==> config.mk <==
export PLATFORM = sky130hd
export DESIGN_NAME = and_tree_stim_ctrl
export DESIGN_NICKNAME = d
export VERILOG_FILES = /design/src/rtl/and_tree_stim_pkg.sv /design/src/rtl/and_tree_sync.sv /design/src/rtl/and_tree_stim_ctrl.sv
export SDC_FILE = /design/constraint.sdc
export NUM_CORES = 1
export LEC_CHECK = 0
export CAP_MARGIN = 40
export CORE_UTILIZATION = 35
export CTS_CLUSTER_DIAMETER = 40
export DETAILED_ROUTE_END_ITERATION = 8
export GPL_TIMING_DRIVEN = 0
export PLACE_DENSITY_LB_ADDON = 0.2
export SKIP_CTS_REPAIR_TIMING = 1
export SLEW_MARGIN = 5
export SYNTH_ARGS = -nofsm -noshare
export SYNTH_HDL_FRONTEND = slang
export SYNTH_SLANG_ARGS = --single-unit
==> constraint.sdc <==
create_clock -name clk -period 2.5 [get_ports clk]
set_input_delay 0.625 -clock clk [delete_from_list [all_inputs] [get_ports clk]]
set_output_delay 0.625 -clock clk [all_outputs]
set_load 0.03 [all_outputs]
==> src/rtl/and_tree_stim_pkg.sv <==
// Shared types for the AND-tree stimulus controller.
// FSM state encoding and result codes.
package and_tree_stim_pkg;

    typedef enum logic [1:0] {
        ST_IDLE  = 2'd0,
        ST_DRIVE = 2'd1,
        ST_WAIT  = 2'd2,
        ST_RESP  = 2'd3
    } state_t;

    typedef enum logic [1:0] {
        CODE_OK      = 2'd0,
        CODE_TIMEOUT = 2'd1,
        CODE_GLITCH  = 2'd2,
        CODE_RSVD    = 2'd3
    } resp_code_t;

endpackage

==> src/rtl/and_tree_sync.sv <==
// Multi-flop synchroniser bringing the asynchronous tree output into clk.
module and_tree_sync #(
    parameter int STAGES = 2
) (
    input  logic clk,
    input  logic rst,
    input  logic d,
    output logic q
);

    logic [STAGES-1:0] s;

    always_ff @(posedge clk or posedge rst) begin
        if (rst) s <= '0;
        else     s <= {s[STAGES-2:0], d};
    end

    assign q = s[STAGES-1];

endmodule

==> src/rtl/and_tree_stim_ctrl.sv <==
// Sequencer driving vectors into an async AND-tree and timing its settle.
// Define AND_TREE_STIM_CTRL_STATS_EN to add saturating pass/fail/glitch counters.
module and_tree_stim_ctrl
    import and_tree_stim_pkg::*;
#(
    parameter  int N_IN        = 4,
    parameter  int SYNC_STAGES = 2,
    parameter  int STABLE_CYC  = 2,
    parameter  int TIMEOUT     = 16,
    localparam int LAT_W       = $clog2(TIMEOUT + 1)
) (
    input  logic             clk,
    input  logic             rst,
    input  logic             req_valid,
    output logic             req_ready,
    input  logic [N_IN-1:0]  req_vec,
    output logic [N_IN-1:0]  drv_vec,
    input  logic             dut_z,
    output logic             resp_valid,
    input  logic             resp_ready,
    output logic             resp_ok,
    output logic [1:0]       resp_code,
    output logic [LAT_W-1:0] resp_lat
`ifdef AND_TREE_STIM_CTRL_STATS_EN
    ,
    output logic [15:0]      stat_pass,
    output logic [15:0]      stat_fail,
    output logic [15:0]      stat_glitch
`endif
);

    localparam logic [LAT_W-1:0] STAB_MAX = LAT_W'(STABLE_CYC);
    localparam logic [LAT_W-1:0] TO_MAX   = LAT_W'(TIMEOUT);

    state_t           state;
    logic [N_IN-1:0]  vec;
    logic             exp_z;
    logic             seen;
    logic             glitch;
    logic [LAT_W-1:0] lat_cnt;
    logic [LAT_W-1:0] stab_cnt;
    logic [LAT_W-1:0] win_lat;
    logic             z_s;

    and_tree_sync #(.STAGES(SYNC_STAGES)) u_sync (
        .clk (clk),
        .rst (rst),
        .d   (dut_z),
        .q   (z_s)
    );

    logic             match;
    logic             glitch_now;
    logic [LAT_W-1:0] lat_nxt;
    logic [LAT_W-1:0] stab_nxt;

    assign match      = (z_s == exp_z);
    assign glitch_now = glitch | (seen & ~match);
    assign lat_nxt    = lat_cnt + LAT_W'(1);
    assign stab_nxt   = stab_cnt + LAT_W'(1);

    always_ff @(posedge clk or posedge rst) begin
        if (rst) begin
            state      <= ST_IDLE;
            vec        <= '0;
            exp_z      <= 1'b0;
            seen       <= 1'b0;
            glitch     <= 1'b0;
            lat_cnt    <= '0;
            stab_cnt   <= '0;
            win_lat    <= '0;
            req_ready  <= 1'b0;
            drv_vec    <= '0;
            resp_valid <= 1'b0;
            resp_ok    <= 1'b0;
            resp_code  <= CODE_OK;
            resp_lat   <= '0;
        end else begin
            unique case (state)
                ST_IDLE: begin
                    if (req_valid && req_ready) begin
                        vec       <= req_vec;
                        exp_z     <= &req_vec;
                        req_ready <= 1'b0;
                        state     <= ST_DRIVE;
                    end else begin
                        req_ready <= 1'b1;
                    end
                end
                ST_DRIVE: begin
                    drv_vec  <= vec;
                    lat_cnt  <= '0;
                    stab_cnt <= '0;
                    seen     <= 1'b0;
                    glitch   <= 1'b0;
                    state    <= ST_WAIT;
                end
                ST_WAIT: begin
                    lat_cnt <= lat_nxt;
                    if (match) begin
                        seen     <= 1'b1;
                        stab_cnt <= stab_nxt;
                        if (stab_cnt == '0) win_lat <= lat_cnt;
                    end else begin
                        stab_cnt <= '0;
                        if (seen) glitch <= 1'b1;
                    end
                    // A window completing on the last allowed cycle still counts as OK
                    if (match && stab_nxt == STAB_MAX) begin
                        state      <= ST_RESP;
                        resp_valid <= 1'b1;
                        resp_ok    <= 1'b1;
                        resp_code  <= CODE_OK;
                        resp_lat   <= (stab_cnt == '0) ? lat_cnt : win_lat;
                    end else if (lat_nxt == TO_MAX) begin
                        state      <= ST_RESP;
                        resp_valid <= 1'b1;
                        resp_ok    <= 1'b0;
                        resp_code  <= glitch_now ? CODE_GLITCH : CODE_TIMEOUT;
                        resp_lat   <= TO_MAX;
                    end
                end
                ST_RESP: begin
                    if (resp_ready) begin
                        resp_valid <= 1'b0;
                        req_ready  <= 1'b1;
                        state      <= ST_IDLE;
                    end
                end
            endcase
        end
    end

`ifdef AND_TREE_STIM_CTRL_STATS_EN
    logic hs;
    assign hs = resp_valid & resp_ready;

    always_ff @(posedge clk or posedge rst) begin
        if (rst) begin
            stat_pass   <= '0;
            stat_fail   <= '0;
            stat_glitch <= '0;
        end else if (hs) begin
            if (resp_ok && stat_pass != 16'hFFFF)
                stat_pass <= stat_pass + 16'd1;
            if (!resp_ok && stat_fail != 16'hFFFF)
                stat_fail <= stat_fail + 16'd1;
            if (resp_code == CODE_GLITCH && stat_glitch != 16'hFFFF)
                stat_glitch <= stat_glitch + 16'd1;
        end
    end
`endif

endmodule

==> results.yml <==
cts:
  cts_tree: "yes"
  clockBufferDepth: 2
  clk_pin_slew_ns: 0.08
  cts_made_buffers: 5
  htree_num_levels: 2
  clockRootBuffer: "clkbuf_8"
  clock_latency_ns: 0.29
  cts.sinks: 40
synthesis:
  seq_area_frac_synth_pct: 51.3
  async_flop_share_pct: 100
  yosys-top-cells-area: "dfrtp_1 (51%), mux2_2 (6.9%), ha_1 (5.1%)"
  yosysWarnings: 0
  synth_common_cells: "dfrtp_1 (40), nand2_1 (16), o21ai_0 (15), mux2_2 (12), inv_1 (11)"
  synth.avg_cell_area_um2: 11.9
  synth_largest_area_cell: "dfrtp_1"
  syn-num-nets: 181
  postSynthCellCount: 164
  synth.top_cell.area_share_pct: 51.3
  synth_edf_count: 0
  yosys.cell_count.top_type: "dfrtp_1"
  dominantRegCellSynth: "dfrtp_1"
  ys_types: 37
  synth-seq-cells: 40
  synth_area_mm2: 0.00195
detailed_routing:
  drc: 0
  vias: 1350
  drt_iter0_drc: 47
  wl_per_cell_um: 14.2
  ant_nets: 0
  via_per_inst: 5.09
  firstDrtPassIters: 4
  finalWirelength_um: 3770
final_layout:
  drive_gt1_share_pct: 15.9
  final_cell_area_mm2: 0.00239
  seq_area_mm2: 0.00100
  num_antenna_cells: 0
  multiInputGateArea_um2: 890
  fill_cells: 480
  layout.nets: 211
  syn2layout_area_growth_pct: 22.5
  post-route-util_pct: 45.6
die:
  core.rowCount: 26
  die_height_um: 76.7
  coreArea_mm2: 0.00524
  die_area_mm2: 0.00588
  pin_count: 23
  start_util_pct: 37.2
  die_x_um: 76.7
global_routing:
  overflow: 0
  grt_pass1_wl_um: 6650
  grt_start_max_net_pins: 28
  antenna_found_initial: 0
  first_global_vias: 1374
  grtUsageTotal_pct: 14.2
timing:
  slew_headroom_pct: 62.1
  period_minus_slack_ns: 2.09
  rsz0062_at_grt: "no"
  skew_ns: 0.00610
  fin_crit_sh_pct: 83.5
  fin_setup_tns_ns: 0
  post-route-worst-setup-slack_ns: 0.413
  hold_viol: 0
  whs_ns: 0.355
  finalSetupViolations: 0
  fmax_mhz: 479
  worst_pin_slew_ns: 0.567
  maxSlewViolCount: 0
min_path:
  holdCritStartpoint: "u_sync.s[0]"
  hold_class: "reg -> reg"
setup_path:
  worstPathRequired_ns: 2.68
  crit_type: "reg -> reg"
  crit_arrival_ns: 2.27
  cp-end-kind: "register"
  startpoint: "stab_cnt[0]"
  crit_fanout: 6
  r2r-start: "stab_cnt[0]"
  rrSetupSlack_ns: 0.41
  crit_path_start_kind: "register"
pwr:
  p_per_area_mw_per_mm2: 1120
  p_leak_uw: 0.00104
  max-vdd-ir-drop_v: 0.000598
outcome:
  outcome: "completed"
placed_design:
  placed_cell_area_mm2: 0.00228
  dpl_worst_slack_ns: 0.406
  hpwlAfterDp_um: 2800
  portBuffers: 22
  place.gp.congestion: 0.736
job:
  drv_cap: 0
==> sequential cells by signal, summed over array words and instances, names as in the netlist <==
name,flops
resp_ok,1
lat_cnt,5
win_lat,5
resp_valid,1
exp_z,1
req_ready,1
state,2
vec,4
seen,1
glitch,1
stab_cnt,5
drv_vec,4
resp_lat,5
resp_code,2
u_sync.s,2
==> final cells by class <==
| type | instances | area share [%] |
|---|---|---|
| Sequential cell | 40 | 41.9 |
| Multi-Input combinational cell | 110 | 37.2 |
| Timing Repair Buffer | 23 | 10.1 |
| Tap cell | 70 | 3.66 |
| Clock buffer | 5 | 2.88 |
| Clock inverter | 3 | 1.78 |
| Inverter | 11 | 1.73 |
| Buffer | 3 | 0.785 |
==> placed cells by master (no fill, tap or decap), drive strengths merged <==
cell type / synthesis / routed
clkinv: 0 / 1
a31o: 1 / 1
nor2b: 3 / 3
bufinv: 0 / 1
xnor2: 3 / 3
o21ai: 15 / 15
and3: 2 / 2
a32o: 1 / 1
nor2: 2 / 2
nand4b: 1 / 1
a211o: 1 / 1
dfrtp: 40 / 40
a22oi: 1 / 1
clkinvlp: 0 / 1
ha: 8 / 8
buf: 1 / 2
clkbuf: 2 / 7
nor4b: 1 / 1
o31ai: 3 / 3
a311oi: 2 / 2
mux2i: 7 / 7
o2bb2ai: 5 / 5
nand3: 10 / 10
a21oi: 2 / 2
inv: 11 / 11
o22ai: 2 / 2
o32a: 1 / 1
nand2: 16 / 16
and4: 1 / 1
mux2: 13 / 13
or2b: 1 / 1
nand4: 5 / 5
clkdlybuf4s50: 0 / 22
a21boi: 1 / 1
nand2b: 1 / 1
a21bo: 1 / 1
==> worst max-delay path, cell delays in order, from the launching register on <==
cell      delay, ns
dfrtp_1        0.44
ha_1           0.31
xnor2_1        0.22
a31o_4         0.20
nand4_4        0.13
a311oi_2       0.31
mux2_1         0.36
==> path summary, 6_finish.rpt <==
kind / end / cells past startpoint
max: state[1] / 6
min: u_sync.s[1] / 0
max in group asynchronous: win_lat[3] / 3
max reg2reg: state[1] / 6
min reg2reg: u_sync.s[1] / 0
min in group asynchronous: drv_vec[2] / 2
==> layer usage <==
metal  global-route usage (%)  share of wire [%]
met2                     23.5                 49
met5                        0                  0
met4                     4.62                1.3
met3                     3.57                2.7
met1                     18.2                 47
==> stage by stage <==
stage	power, uW	std cells
final	2670	265
after global routing	2860	265
after CTS	2700	265
after detailed placement	2160	257
after global placement	2110	256
after floorplan	1790	164
==> power by group <==
group	internal (uW)	switching (uW)	total, uW
clock	295	233	528
combinational	508	660	1170
sequential	833	140	974
==> logic make-up (layout without fill, tap and decap cells) <==
family	count (synthesis)	count (layout)	share of synthesized area, %
AOI/OAI and AO/OA	36	36	13.6
xor gates and xnor gates	3	3	2.31
adders and majority gates	8	8	5.13
buffers and inverters	14	45	3.08
DFF	40	40	51.3
muxes	20	20	11.1
and+or+nand+nor	43	43	13.5
Note: power is estimated with default switching activity, not from simulation.
